===== src/rtl/hazard_pkg.sv =====
// hazard_pkg: shared types and constants for the pipeline hazard controller.
package hazard_pkg;
    localparam int REG_ADDR_W = 5;
    localparam logic [1:0] FWD_REG = 2'b00;
    localparam logic [1:0] FWD_W   = 2'b01;
    localparam logic [1:0] FWD_M   = 2'b10;
    typedef logic [REG_ADDR_W-1:0] reg_addr_t;
    typedef struct packed {
        reg_addr_t rs1;
        reg_addr_t rs2;
        reg_addr_t rd;
        logic      regwrite;
        logic      isload;
    } shadow_t;
    typedef struct packed {
        reg_addr_t rd;
        logic      regwrite;
    } dst_t;
    localparam shadow_t BUBBLE     = '0;
    localparam dst_t    DST_BUBBLE = '0;
endpackage


===== src/rtl/hazard_controller_if.sv =====
// hazard_controller_if: decode-stage operands and pipeline controls between core and hazard controller.
interface hazard_controller_if #(
    parameter int REG_ADDR_W = 5,
    parameter int CNT_W      = 32
);
    logic [REG_ADDR_W-1:0] Rs1_D;
    logic [REG_ADDR_W-1:0] Rs2_D;
    logic [REG_ADDR_W-1:0] Rd_D;
    logic                  RegWrite_D;
    logic                  ResultSrc_D;
    logic                  PCSrc_E;
    logic                  MemBusy_M;
    logic                  StallF;
    logic                  StallD;
    logic                  StallE;
    logic                  StallM;
    logic                  FlushD;
    logic                  FlushE;
    logic [1:0]            ForwardA_E;
    logic [1:0]            ForwardB_E;
    logic [CNT_W-1:0]      StallCount;
    logic [CNT_W-1:0]      FlushCount;
    modport master (
        output Rs1_D, Rs2_D, Rd_D, RegWrite_D, ResultSrc_D, PCSrc_E, MemBusy_M,
        input  StallF, StallD, StallE, StallM, FlushD, FlushE, ForwardA_E, ForwardB_E,
        input  StallCount, FlushCount
    );
    modport slave (
        input  Rs1_D, Rs2_D, Rd_D, RegWrite_D, ResultSrc_D, PCSrc_E, MemBusy_M,
        output StallF, StallD, StallE, StallM, FlushD, FlushE, ForwardA_E, ForwardB_E,
        output StallCount, FlushCount
    );
endinterface


===== src/rtl/forward_sel.sv =====
// forward_sel: picks the forwarding source for one E-stage operand, M over W, never x0.
module forward_sel
    import hazard_pkg::*;
(
    input  reg_addr_t  rs_i,
    input  reg_addr_t  rd_m_i,
    input  logic       regwrite_m_i,
    input  reg_addr_t  rd_w_i,
    input  logic       regwrite_w_i,
    output logic [1:0] fwd_o
);
    always_comb
        fwd_o = (regwrite_m_i && rd_m_i != '0 && rd_m_i == rs_i) ? FWD_M :
                (regwrite_w_i && rd_w_i != '0 && rd_w_i == rs_i) ? FWD_W : FWD_REG;
endmodule


===== src/rtl/hazard_controller.sv =====
// hazard_controller: shadow scoreboard of E/M/W driving stall, flush and forwarding controls,
// plus saturating load-use stall and branch flush counters.
module hazard_controller
    import hazard_pkg::*;
#(
    parameter int CNT_W = 32
) (
    input logic               clk,
    input logic               rst,
    hazard_controller_if.slave hz
);
    shadow_t          e_q, e_d;
    dst_t             m_q, m_d, w_q, w_d;
    logic [CNT_W-1:0] stall_cnt_q, stall_cnt_d, flush_cnt_q, flush_cnt_d;
    logic             lw_stall, busy, flush, stall;
    logic [1:0]       fwd_a, fwd_b;

    // One case per cycle: MemBusy freezes everything, then branch flush, then load-use.
    always_comb begin
        lw_stall = e_q.isload && e_q.regwrite && e_q.rd != '0 &&
                   (e_q.rd == hz.Rs1_D || e_q.rd == hz.Rs2_D);
        busy     = hz.MemBusy_M;
        flush    = !busy && hz.PCSrc_E;
        stall    = !busy && !hz.PCSrc_E && lw_stall;
    end

    forward_sel u_fwd_a (
        .rs_i(e_q.rs1), .rd_m_i(m_q.rd), .regwrite_m_i(m_q.regwrite),
        .rd_w_i(w_q.rd), .regwrite_w_i(w_q.regwrite), .fwd_o(fwd_a)
    );
    forward_sel u_fwd_b (
        .rs_i(e_q.rs2), .rd_m_i(m_q.rd), .regwrite_m_i(m_q.regwrite),
        .rd_w_i(w_q.rd), .regwrite_w_i(w_q.regwrite), .fwd_o(fwd_b)
    );

    always_comb begin
        e_d = busy ? e_q : (flush || stall) ? BUBBLE :
              '{rs1: hz.Rs1_D, rs2: hz.Rs2_D, rd: hz.Rd_D,
                regwrite: hz.RegWrite_D, isload: hz.ResultSrc_D};
        m_d = busy ? m_q : '{rd: e_q.rd, regwrite: e_q.regwrite};
        w_d = busy ? DST_BUBBLE : m_q;
        stall_cnt_d = stall_cnt_q + CNT_W'(stall && stall_cnt_q != '1);
        flush_cnt_d = flush_cnt_q + CNT_W'(flush && flush_cnt_q != '1);
    end

    always_ff @(posedge clk) begin
        if (rst) begin
            e_q         <= BUBBLE;
            m_q         <= DST_BUBBLE;
            w_q         <= DST_BUBBLE;
            stall_cnt_q <= '0;
            flush_cnt_q <= '0;
        end else begin
            e_q         <= e_d;
            m_q         <= m_d;
            w_q         <= w_d;
            stall_cnt_q <= stall_cnt_d;
            flush_cnt_q <= flush_cnt_d;
        end
    end

    assign hz.StallF     = !rst && (busy || stall);
    assign hz.StallD     = !rst && (busy || stall);
    assign hz.StallE     = !rst && busy;
    assign hz.StallM     = !rst && busy;
    assign hz.FlushD     = !rst && flush;
    assign hz.FlushE     = !rst && (flush || stall);
    assign hz.ForwardA_E = rst ? FWD_REG : fwd_a;
    assign hz.ForwardB_E = rst ? FWD_REG : fwd_b;
    assign hz.StallCount = rst ? '0 : stall_cnt_q;
    assign hz.FlushCount = rst ? '0 : flush_cnt_q;
endmodule


===== src/flat_wrapper.sv =====
// flat-port wrapper written by rule: the top's interface ports become plain ports
module hazard_controller_flat import hazard_pkg::*;
#(
    parameter int CNT_W = 32
)
  (clk, rst, hz_Rs1_D, hz_Rs2_D, hz_Rd_D, hz_RegWrite_D, hz_ResultSrc_D, hz_PCSrc_E, hz_MemBusy_M, hz_StallF, hz_StallD, hz_StallE, hz_StallM, hz_FlushD, hz_FlushE, hz_ForwardA_E, hz_ForwardB_E, hz_StallCount, hz_FlushCount);
  hazard_controller_if #(.REG_ADDR_W(5), .CNT_W(CNT_W)) hz_i ();
  input logic clk;
  input logic rst;
  input wire logic [$bits(hz_i.Rs1_D)-1:0] hz_Rs1_D;
  input wire logic [$bits(hz_i.Rs2_D)-1:0] hz_Rs2_D;
  input wire logic [$bits(hz_i.Rd_D)-1:0] hz_Rd_D;
  input wire logic [$bits(hz_i.RegWrite_D)-1:0] hz_RegWrite_D;
  input wire logic [$bits(hz_i.ResultSrc_D)-1:0] hz_ResultSrc_D;
  input wire logic [$bits(hz_i.PCSrc_E)-1:0] hz_PCSrc_E;
  input wire logic [$bits(hz_i.MemBusy_M)-1:0] hz_MemBusy_M;
  output wire logic [$bits(hz_i.StallF)-1:0] hz_StallF;
  output wire logic [$bits(hz_i.StallD)-1:0] hz_StallD;
  output wire logic [$bits(hz_i.StallE)-1:0] hz_StallE;
  output wire logic [$bits(hz_i.StallM)-1:0] hz_StallM;
  output wire logic [$bits(hz_i.FlushD)-1:0] hz_FlushD;
  output wire logic [$bits(hz_i.FlushE)-1:0] hz_FlushE;
  output wire logic [$bits(hz_i.ForwardA_E)-1:0] hz_ForwardA_E;
  output wire logic [$bits(hz_i.ForwardB_E)-1:0] hz_ForwardB_E;
  output wire logic [$bits(hz_i.StallCount)-1:0] hz_StallCount;
  output wire logic [$bits(hz_i.FlushCount)-1:0] hz_FlushCount;
  assign hz_i.Rs1_D = hz_Rs1_D;
  assign hz_i.Rs2_D = hz_Rs2_D;
  assign hz_i.Rd_D = hz_Rd_D;
  assign hz_i.RegWrite_D = hz_RegWrite_D;
  assign hz_i.ResultSrc_D = hz_ResultSrc_D;
  assign hz_i.PCSrc_E = hz_PCSrc_E;
  assign hz_i.MemBusy_M = hz_MemBusy_M;
  assign hz_StallF = hz_i.StallF;
  assign hz_StallD = hz_i.StallD;
  assign hz_StallE = hz_i.StallE;
  assign hz_StallM = hz_i.StallM;
  assign hz_FlushD = hz_i.FlushD;
  assign hz_FlushE = hz_i.FlushE;
  assign hz_ForwardA_E = hz_i.ForwardA_E;
  assign hz_ForwardB_E = hz_i.ForwardB_E;
  assign hz_StallCount = hz_i.StallCount;
  assign hz_FlushCount = hz_i.FlushCount;
  hazard_controller #(.CNT_W(CNT_W)) u_core (.clk(clk), .rst(rst), .hz(hz_i));
endmodule

===== config.mk =====
export PLATFORM = sky130hd
export DESIGN_NAME = hazard_controller_flat
export DESIGN_NICKNAME = d
export VERILOG_FILES = /design/src/rtl/hazard_pkg.sv /design/src/rtl/hazard_controller_if.sv /design/src/rtl/forward_sel.sv /design/src/rtl/hazard_controller.sv /design/src/flat_wrapper.sv
export SDC_FILE = /design/constraint.sdc
export NUM_CORES = 1
export LEC_CHECK = 0
export ABC_CLOCK_PERIOD_IN_PS = 3700
export BUFFER_PORTS_ARGS = -buffer_cell sky130_fd_sc_hd__buf_2
export CAP_MARGIN = 20
export CELL_PAD_IN_SITES_DETAIL_PLACEMENT = 0
export CELL_PAD_IN_SITES_GLOBAL_PLACEMENT = 2
export CORE_MARGIN = 5
export CORE_UTILIZATION = 32
export DETAILED_ROUTE_END_ITERATION = 10
export MAX_ROUTING_LAYER = met4
export PLACE_DENSITY_LB_ADDON = 0.1
export SLEW_MARGIN = 20
export SYNTH_ARGS = -nofsm -noshare
export SYNTH_HDL_FRONTEND = slang
export SYNTH_SLANG_ARGS = --single-unit

===== constraint.sdc =====
create_clock -name clk -period 3.7 [get_ports clk]
set_input_delay 0.74 -clock clk [delete_from_list [all_inputs] [get_ports clk]]
set_output_delay 0.74 -clock clk [all_outputs]
set_load 0.005 [all_outputs]

==> summary.md, run 1 <==
| Metric | Value |
|---|---|
| Crit path top cell by count | or4_1 |
| Largest net degree at the start of global routing | 74 |
| Critical Path AT | 3470 ps |
| Crit path buf inv count | 0 |
| IO buf count | 94 |
| Total GRT Usage | 15.1% |
| Max Clk Rate | between 300 and 400 MHz |
| Postcts setup bufs | 0 |
| GRT overflow | 0 |
| Required time of the worst setup path | 3970 ps |
| Cts hold-fix bufs | 0 |
| Die H | 134 um |
| Commonest cells after routing, fill and taps aside | buf_2, dfxtp_1, nor2b_1 |
| Post-Route WL | 13200 um |
| Fin util | 38.6% |
| Clock transition at path regs | 60 ps |
| Final hold vios | 0 |
| Post-synth EDFFs | 0 |
| Number of global-route vias before repair | about 4.1k |
| H-tree levels | 3 |
| Post-synth ARST share | 0% |
| CTS tree | done |
| Ys Warns | 0 |
| CP delay by family, top | simple AND/OR/NAND/NOR gates |
| DRC Markers | 0 |
| Vias/cell | about 5.2 |
| CP startpoint | u_core.e_q[3]$_SDFFE_PP0N_ |
| Crit path time final | approximately 3200 ps |
| WHS Endpoint | u_core.e_q[0]$_SDFFE_PP0N_ |
| Number of I/O pins | 95 |
| Clock Skew | 6.88 ps |
| CP Class | flop to flop |
| Max-Cap Viols | 0 |
| Initial DRC count | 253 |
| R2R Setup Slk | 490 ps |
| CP Cell Sequence | xnor2_1, nand3_1, o22ai_1, nor3b_1, ha_1, nand4_4, or4_1, or4_1, a21oi_1 |
| CP endpoint kind | flop |
| TritonRoute pass-1 iters | 4 |
| Worst Tran Pin Value | slightly below 700 ps |
| Hold Path Class | flop to flop |
| Seq/Total Area, Yosys | 38.0% |
| Inserted Diodes | 0 |
| Core box area | 15100 um^2 |
| Synth Flop Type | dfxtp_1 |
| Die W | 134 um |
| Worst path slowest cell | or4_1 |
| Clk root buf | clkbuf_16 |
| Hold path start | u_core.e_q[0]$_SDFFE_PP0N_ |
| Worst-Skew Late Latency | 340 ps |
| TNS Setup | 0 ps |
| Final ANT Viol Nets | 0 |
| Leak Pwr | 2.29 nW |
| DP HPWL | 9460 um |
| Status | finished, final reports clean |
| GPL Wtd Cong | 0.815 |
| Tcrit/Tclk final | between 80% and 90% |
| Share of cells above drive strength 1 | about a fifth |
| Clock sink count | a little over 90 |
| Initial antenna violation count | 0 |
| Final #Nets | 698 |
| Slew Limit Headroom | 53.6% |
| Worst r2r path cells | 9 |
| Syn nets | 618 |
| Critical Path Fanout Max | 9 |
| Cell Area, Synth | 4900 um^2 |
| Distinct cells, synth | 37 |
| Worst r2r src | u_core.e_q[3]$_SDFFE_PP0N_ |
| DR vias | 4505 |
| Setup violators final | 0 |
| Cts bufs inserted | 9 |
| Die area | 17900 um^2 |
| Worst vdd ir | 195 uV |
| Launching element type of the critical path | flop |
| Unrepaired setup endpoints after global routing | false |
| Layout area overhead | 19.3% |
| Hold depth | 2 |
| Synth Register Bits | between 90 and 100 |
| Largest buffer count on any clock path | 2 |
| Post-cts sizing count | 0 |
| Drt wl/cell | about 15 um |
| CP peak stage delay | 660 ps |
| Reg-to-reg critical path endpoint | u_core.stall_cnt_q[31]$_SDFF_PP0_ |
| Power per cell area | 361 nW/um^2 |
| Avg Cell Area, Syn | 8.27 um^2 |
| Slew Viols, Final | 0 |
| Global-route wire length before repair | 21500 um |
| Initial core utilization | 32.4% |
| Post-Synthesis Cells | between 500 and 600 |
| Site Rows | 45 |
[state kept, by name, summed over array words and instances (netlist names)]
name	count
u_core.e_q	17
u_core.flush_cnt_q	32
u_core.m_q	6
u_core.stall_cnt_q	32
u_core.w_q	6
[where the power goes]
group	internal (mW)	switching [mW]	total (mW)	leakage (nW)
clock	0.541	0.395	0.936	0.143
sequential	1.02	0.0271	1.05	0.753
combinational	0.0568	0.0754	0.132	1.39
total	1.62	0.498	2.12	2.29
[Yosys cell counts (all sizes together) (2+ instances only)]
| cell | instances | area [um^2] |
|---|---|---|
| clkbuf | 30 | 113 |
| o31ai | 10 | 75.1 |
| nand2 | 45 | 169 |
| inv | 5 | 18.8 |
| dfxtp | 93 | 1860 |
| nor2 | 45 | 169 |
| xor2 | 21 | 184 |
| and2 | 10 | 62.6 |
| nor3b | 2 | 15.0 |
| xnor2 | 32 | 280 |
| mux2 | 8 | 90.1 |
| nor4 | 14 | 87.6 |
| a21o | 2 | 15.0 |
| a21oi | 29 | 145 |
| and3 | 6 | 37.5 |
| a32oi | 17 | 149 |
| nor2b | 65 | 407 |
| nor3 | 9 | 45.0 |
| mux2i | 6 | 60.1 |
| o21ai | 39 | 195 |
| and4 | 10 | 87.6 |
| nand3 | 24 | 125 |
| buf | 7 | 36.3 |
| nand4 | 18 | 134 |
| or3 | 18 | 113 |
| or4 | 20 | 150 |
| ha | 4 | 50.1 |
[layout make-up]
class / count / area [um^2]
Fill cell: 1585 / 9290
Multi-Input combinational cell: 458 / 2880
Inverter: 5 / 18.8
Tap cell: 188 / 235
Timing Repair Buffer: 106 / 563
Clock inverter: 4 / 47.5
Clock buffer: 12 / 246
Sequential cell: 93 / 1860
[logic make-up after synthesis]
family	synth area share (%)
fa+ha+maj	1.02
buf+inv	3.42
flops	38.0
xor+xnor	9.46
mux	3.06
compound gates	11.9
simple gates	33.1
[worst reg2reg max path, stage by stage, from the launching register on]
cell	delay, ps
dfxtp_1	510
xnor2_1	160
nand3_1	100
o22ai_1	260
nor3b_1	340
ha_1	310
nand4_4	130
or4_1	660
or4_1	530
a21oi_1	140
[how the worst max path moves through the flow]
stage,cells after the start,endpoint
after CTS,9,u_core.stall_cnt_q[29]$_SDFF_PP0_
after global placement,10,u_core.stall_cnt_q[29]$_SDFF_PP0_
final,9,u_core.stall_cnt_q[31]$_SDFF_PP0_
after global routing,9,u_core.stall_cnt_q[29]$_SDFF_PP0_
after floorplan,11,u_core.stall_cnt_q[26]$_SDFF_PP0_
after detailed placement,10,u_core.stall_cnt_q[31]$_SDFF_PP0_
[metal layers]
layer	vias up	track usage [%]	wire length, um
met4	0	5.14	191
met3	13	2.40	474
met1	2121	20.6	6640
met5	-	-	0
met2	91	22.6	5930
li1	2280	-	-
[stage by stage]
step | power, mW | hold slack, ps | worst slack, ps | area, um^2 | instances
after floorplan | 1.15 | 428 | 238 | 4900 | 593
after global placement | 1.20 | 445 | 199 | 5560 | 850
after detailed placement | 1.20 | 455 | 167 | 5560 | 850
after CTS | 2.15 | 473 | 471 | 5850 | 866
after global routing | 2.21 | 499 | 324 | 5850 | 866
final | 2.12 | 468 | 494 | 5850 | 866
(Power assumes the default switching activity.)
==> run 2, diff against run 1 <==
--- a/config.mk
+++ b/config.mk
@@ -12,6 +12,7 @@
 export CELL_PAD_IN_SITES_GLOBAL_PLACEMENT = 2
 export CORE_MARGIN = 5
 export CORE_UTILIZATION = 32
+export CTS_BUF_LIST = sky130_fd_sc_hd__clkbuf_16
 export DETAILED_ROUTE_END_ITERATION = 10
 export MAX_ROUTING_LAYER = met4
 export PLACE_DENSITY_LB_ADDON = 0.1
==> run 2 against run 1 <==
Via count down 0.64%. Largest cell class unchanged. Utilization down 0.066 points. Cell area is 0.17% lower. Wire length did not move. Clock power fell by 2.8%. Sequential power about the same. Register-to-register slack about the same.
==> summary.md, run 2 (same netlist as run 1, synthesis figures left out) <==
| Metric | Value |
|---|---|
| DP HPWL | 9460 um (unchanged) |
| Worst path slowest cell | or4_1 |
| CP Cell Sequence | xnor2_1, nand3_1, o22ai_1, nor3b_1, ha_1, nand4_4, or4_1, or4_1, a21oi_1 |
| Clock transition at path regs | 60 ps (about the same) |
| TritonRoute pass-1 iters | 4 (unchanged) |
| Worst-Skew Late Latency | 340 ps (about the same) |
| Vias/cell | 5.17 (-0.64%) |
| Initial antenna violation count | 0 (unchanged) |
| Crit path buf inv count | 0 (unchanged) |
| Clock Skew | 6.23 ps (-0.643 ps) |
| Global-route wire length before repair | 21500 um (about the same) |
| Final ANT Viol Nets | 0 (unchanged) |
| CP endpoint kind | flop |
| GRT overflow | 0 (unchanged) |
| Final hold vios | 0 (unchanged) |
| TNS Setup | 0 ps (unchanged) |
| Worst slack at placement | 167 ps (unchanged) |
| Required time of the worst setup path | 3970 ps (about the same) |
| CP Class | flop to flop |
| Inserted Diodes | 0 (unchanged) |
| Die area | 17900 um^2 (unchanged) |
| Drt wl/cell | 15.3 um (unchanged) |
| Crit path top cell by count | or4_1 |
| IO buf count | 94 (unchanged) |
| H-tree levels | 3 (unchanged) |
| Critical Path AT | 3470 ps (about the same) |
| Clock sink count | 93 (unchanged) |
| Layout area overhead | 19.1% |
| Postcts setup bufs | 0 (unchanged) |
| Clk root buf | clkbuf_16 |
| Share of cells above drive strength 1 | 19.5% (-0.15 points) |
| Tcrit/Tclk final | 86.5% (-0.16 points) |
| CP peak stage delay | 660 ps (about the same) |
| Site Rows | 45 (unchanged) |
| Hold Path Class | flop to flop |
| Critical Path Fanout Max | 9 (unchanged) |
| Die W | 134 um (unchanged) |
| Post-Place Cells | 850 (unchanged) |
| GPL Wtd Cong | 0.815 (unchanged) |
| Unrepaired setup endpoints after global routing | false |
| Slew Limit Headroom | 53.6% (about the same) |
| Setup ws final | 500 ps (+5.86 ps) |
| Biggest regs | u_core.flush_cnt_q: 32 flops, u_core.stall_cnt_q: 32 flops, u_core.e_q: 17 flops |
| Total GRT Usage | 15.0% (about the same) |
| Crit path time final | 3200 ps (-5.86 ps) |
| Final #Nets | 698 (unchanged) |
| Post-cts sizing count | 0 (unchanged) |
| Non-Filler Instances | 866 (unchanged) |
| Power per cell area | 357 nW/um^2 (-1.1%) |
| Die H | 134 um (unchanged) |
| Commonest cells after routing, fill and taps aside | buf_2, dfxtp_1, nor2b_1 |
| Launching element type of the critical path | flop |
| Number of global-route vias before repair | 4143 (+0.048%) |
| Initial core utilization | 32.4% (unchanged) |
| Max Clk Rate | 312 MHz (+0.18%) |
| Worst Tran Pin Value | 696 ps (-0.159 ps) |
| Leak Pwr | 2.29 nW (+0.12%) |
| CP delay by family, top | simple AND/OR/NAND/NOR gates |
| Cts bufs inserted | 9 (unchanged) |
| Design Power | 2.09 mW (-1.3%) |
| DRC Markers | 0 (unchanged) |
| Max-Cap Viols | 0 (unchanged) |
| Cts hold-fix bufs | 0 (unchanged) |
| Slew Viols, Final | 0 (unchanged) |
| Worst vdd ir | 195 uV (-0.23%) |
| Initial DRC count | 285 (+13%) |
| CTS tree | done |
| Core box area | 15100 um^2 (unchanged) |
| Largest net degree at the start of global routing | 74 (unchanged) |
| Largest buffer count on any clock path | 2 (unchanged) |
| DR vias | 4476 (-0.64%) |
| Post-Route WL | 13200 um (unchanged) |
| Number of I/O pins | 95 (unchanged) |
| Min Hold Slack | 471 ps (+2.35 ps) |
| Setup violators final | 0 (unchanged) |
| Status | finished, final reports clean |
[run 2: cell count changes in the layout (fill, tap and decap cells not counted)]
cell,before,now
inv_1,5,7
clkbuf_1,2,0
clkbuf_8,1,0
clkinv_1,0,1
[run 2: worst register-to-register path, cell delays in order, from the launching register on]
cell     delay [ps]
dfxtp_1         510
xnor2_1         160
nand3_1         100
o22ai_1         260
nor3b_1         340
ha_1            310
nand4_4         130
or4_1           660
or4_1           530
a21oi_1         140
[run 2: stage by stage]
| stage | area [um^2] | utilization, % |
|---|---|---|
| after floorplan | 4900 | - |
| after global placement | 5560 | 36.7 |
| after detailed placement | 5560 | 36.7 |
| after CTS | 5840 | 38.6 |
| after global routing | 5840 | 38.6 |
| final | 5840 | 38.6 |
[run 2: power by group]
part / internal [mW] / total [mW] / switching, mW
Sequential: 1.02 / 1.05 / 0.0271
Clock: 0.515 / 0.910 / 0.395
Combinational: 0.0568 / 0.132 / 0.0753
[run 2: path summary, 6_finish.rpt]
check                              from                                end  slack, ps  depth (start not counted)
max reg2reg  u_core.e_q[3]$_SDFFE_PP0N_  u_core.stall_cnt_q[31]$_SDFF_PP0_        500                          9
min reg2reg  u_core.e_q[0]$_SDFFE_PP0N_         u_core.e_q[0]$_SDFFE_PP0N_        470                          2
min          u_core.e_q[0]$_SDFFE_PP0N_         u_core.e_q[0]$_SDFFE_PP0N_        470                          2
max          u_core.e_q[3]$_SDFFE_PP0N_  u_core.stall_cnt_q[31]$_SDFF_PP0_        500                          9
[run 2: final cells by class]
type                    count  area, um^2
fillers                  1587        9300
clock buffers               9         225
inverters                   5        18.8
multi-input cells         458        2880
flip-flops and latches     93        1860
repair buffers            106         563
clock inverters             7        58.8
well taps                 188         235
[run 2: metal layers]
| layer | GRT usage [%] | vias to the layer above | routed length (um) |
|---|---|---|---|
| met5 | - | - | 0 |
| met4 | 5.14 | 0 | 199 |
| met3 | 2.40 | 14 | 479 |
| met2 | 22.7 | 84 | 5960 |
| met1 | 20.6 | 2099 | 6600 |
| li1 | - | 2279 | - |
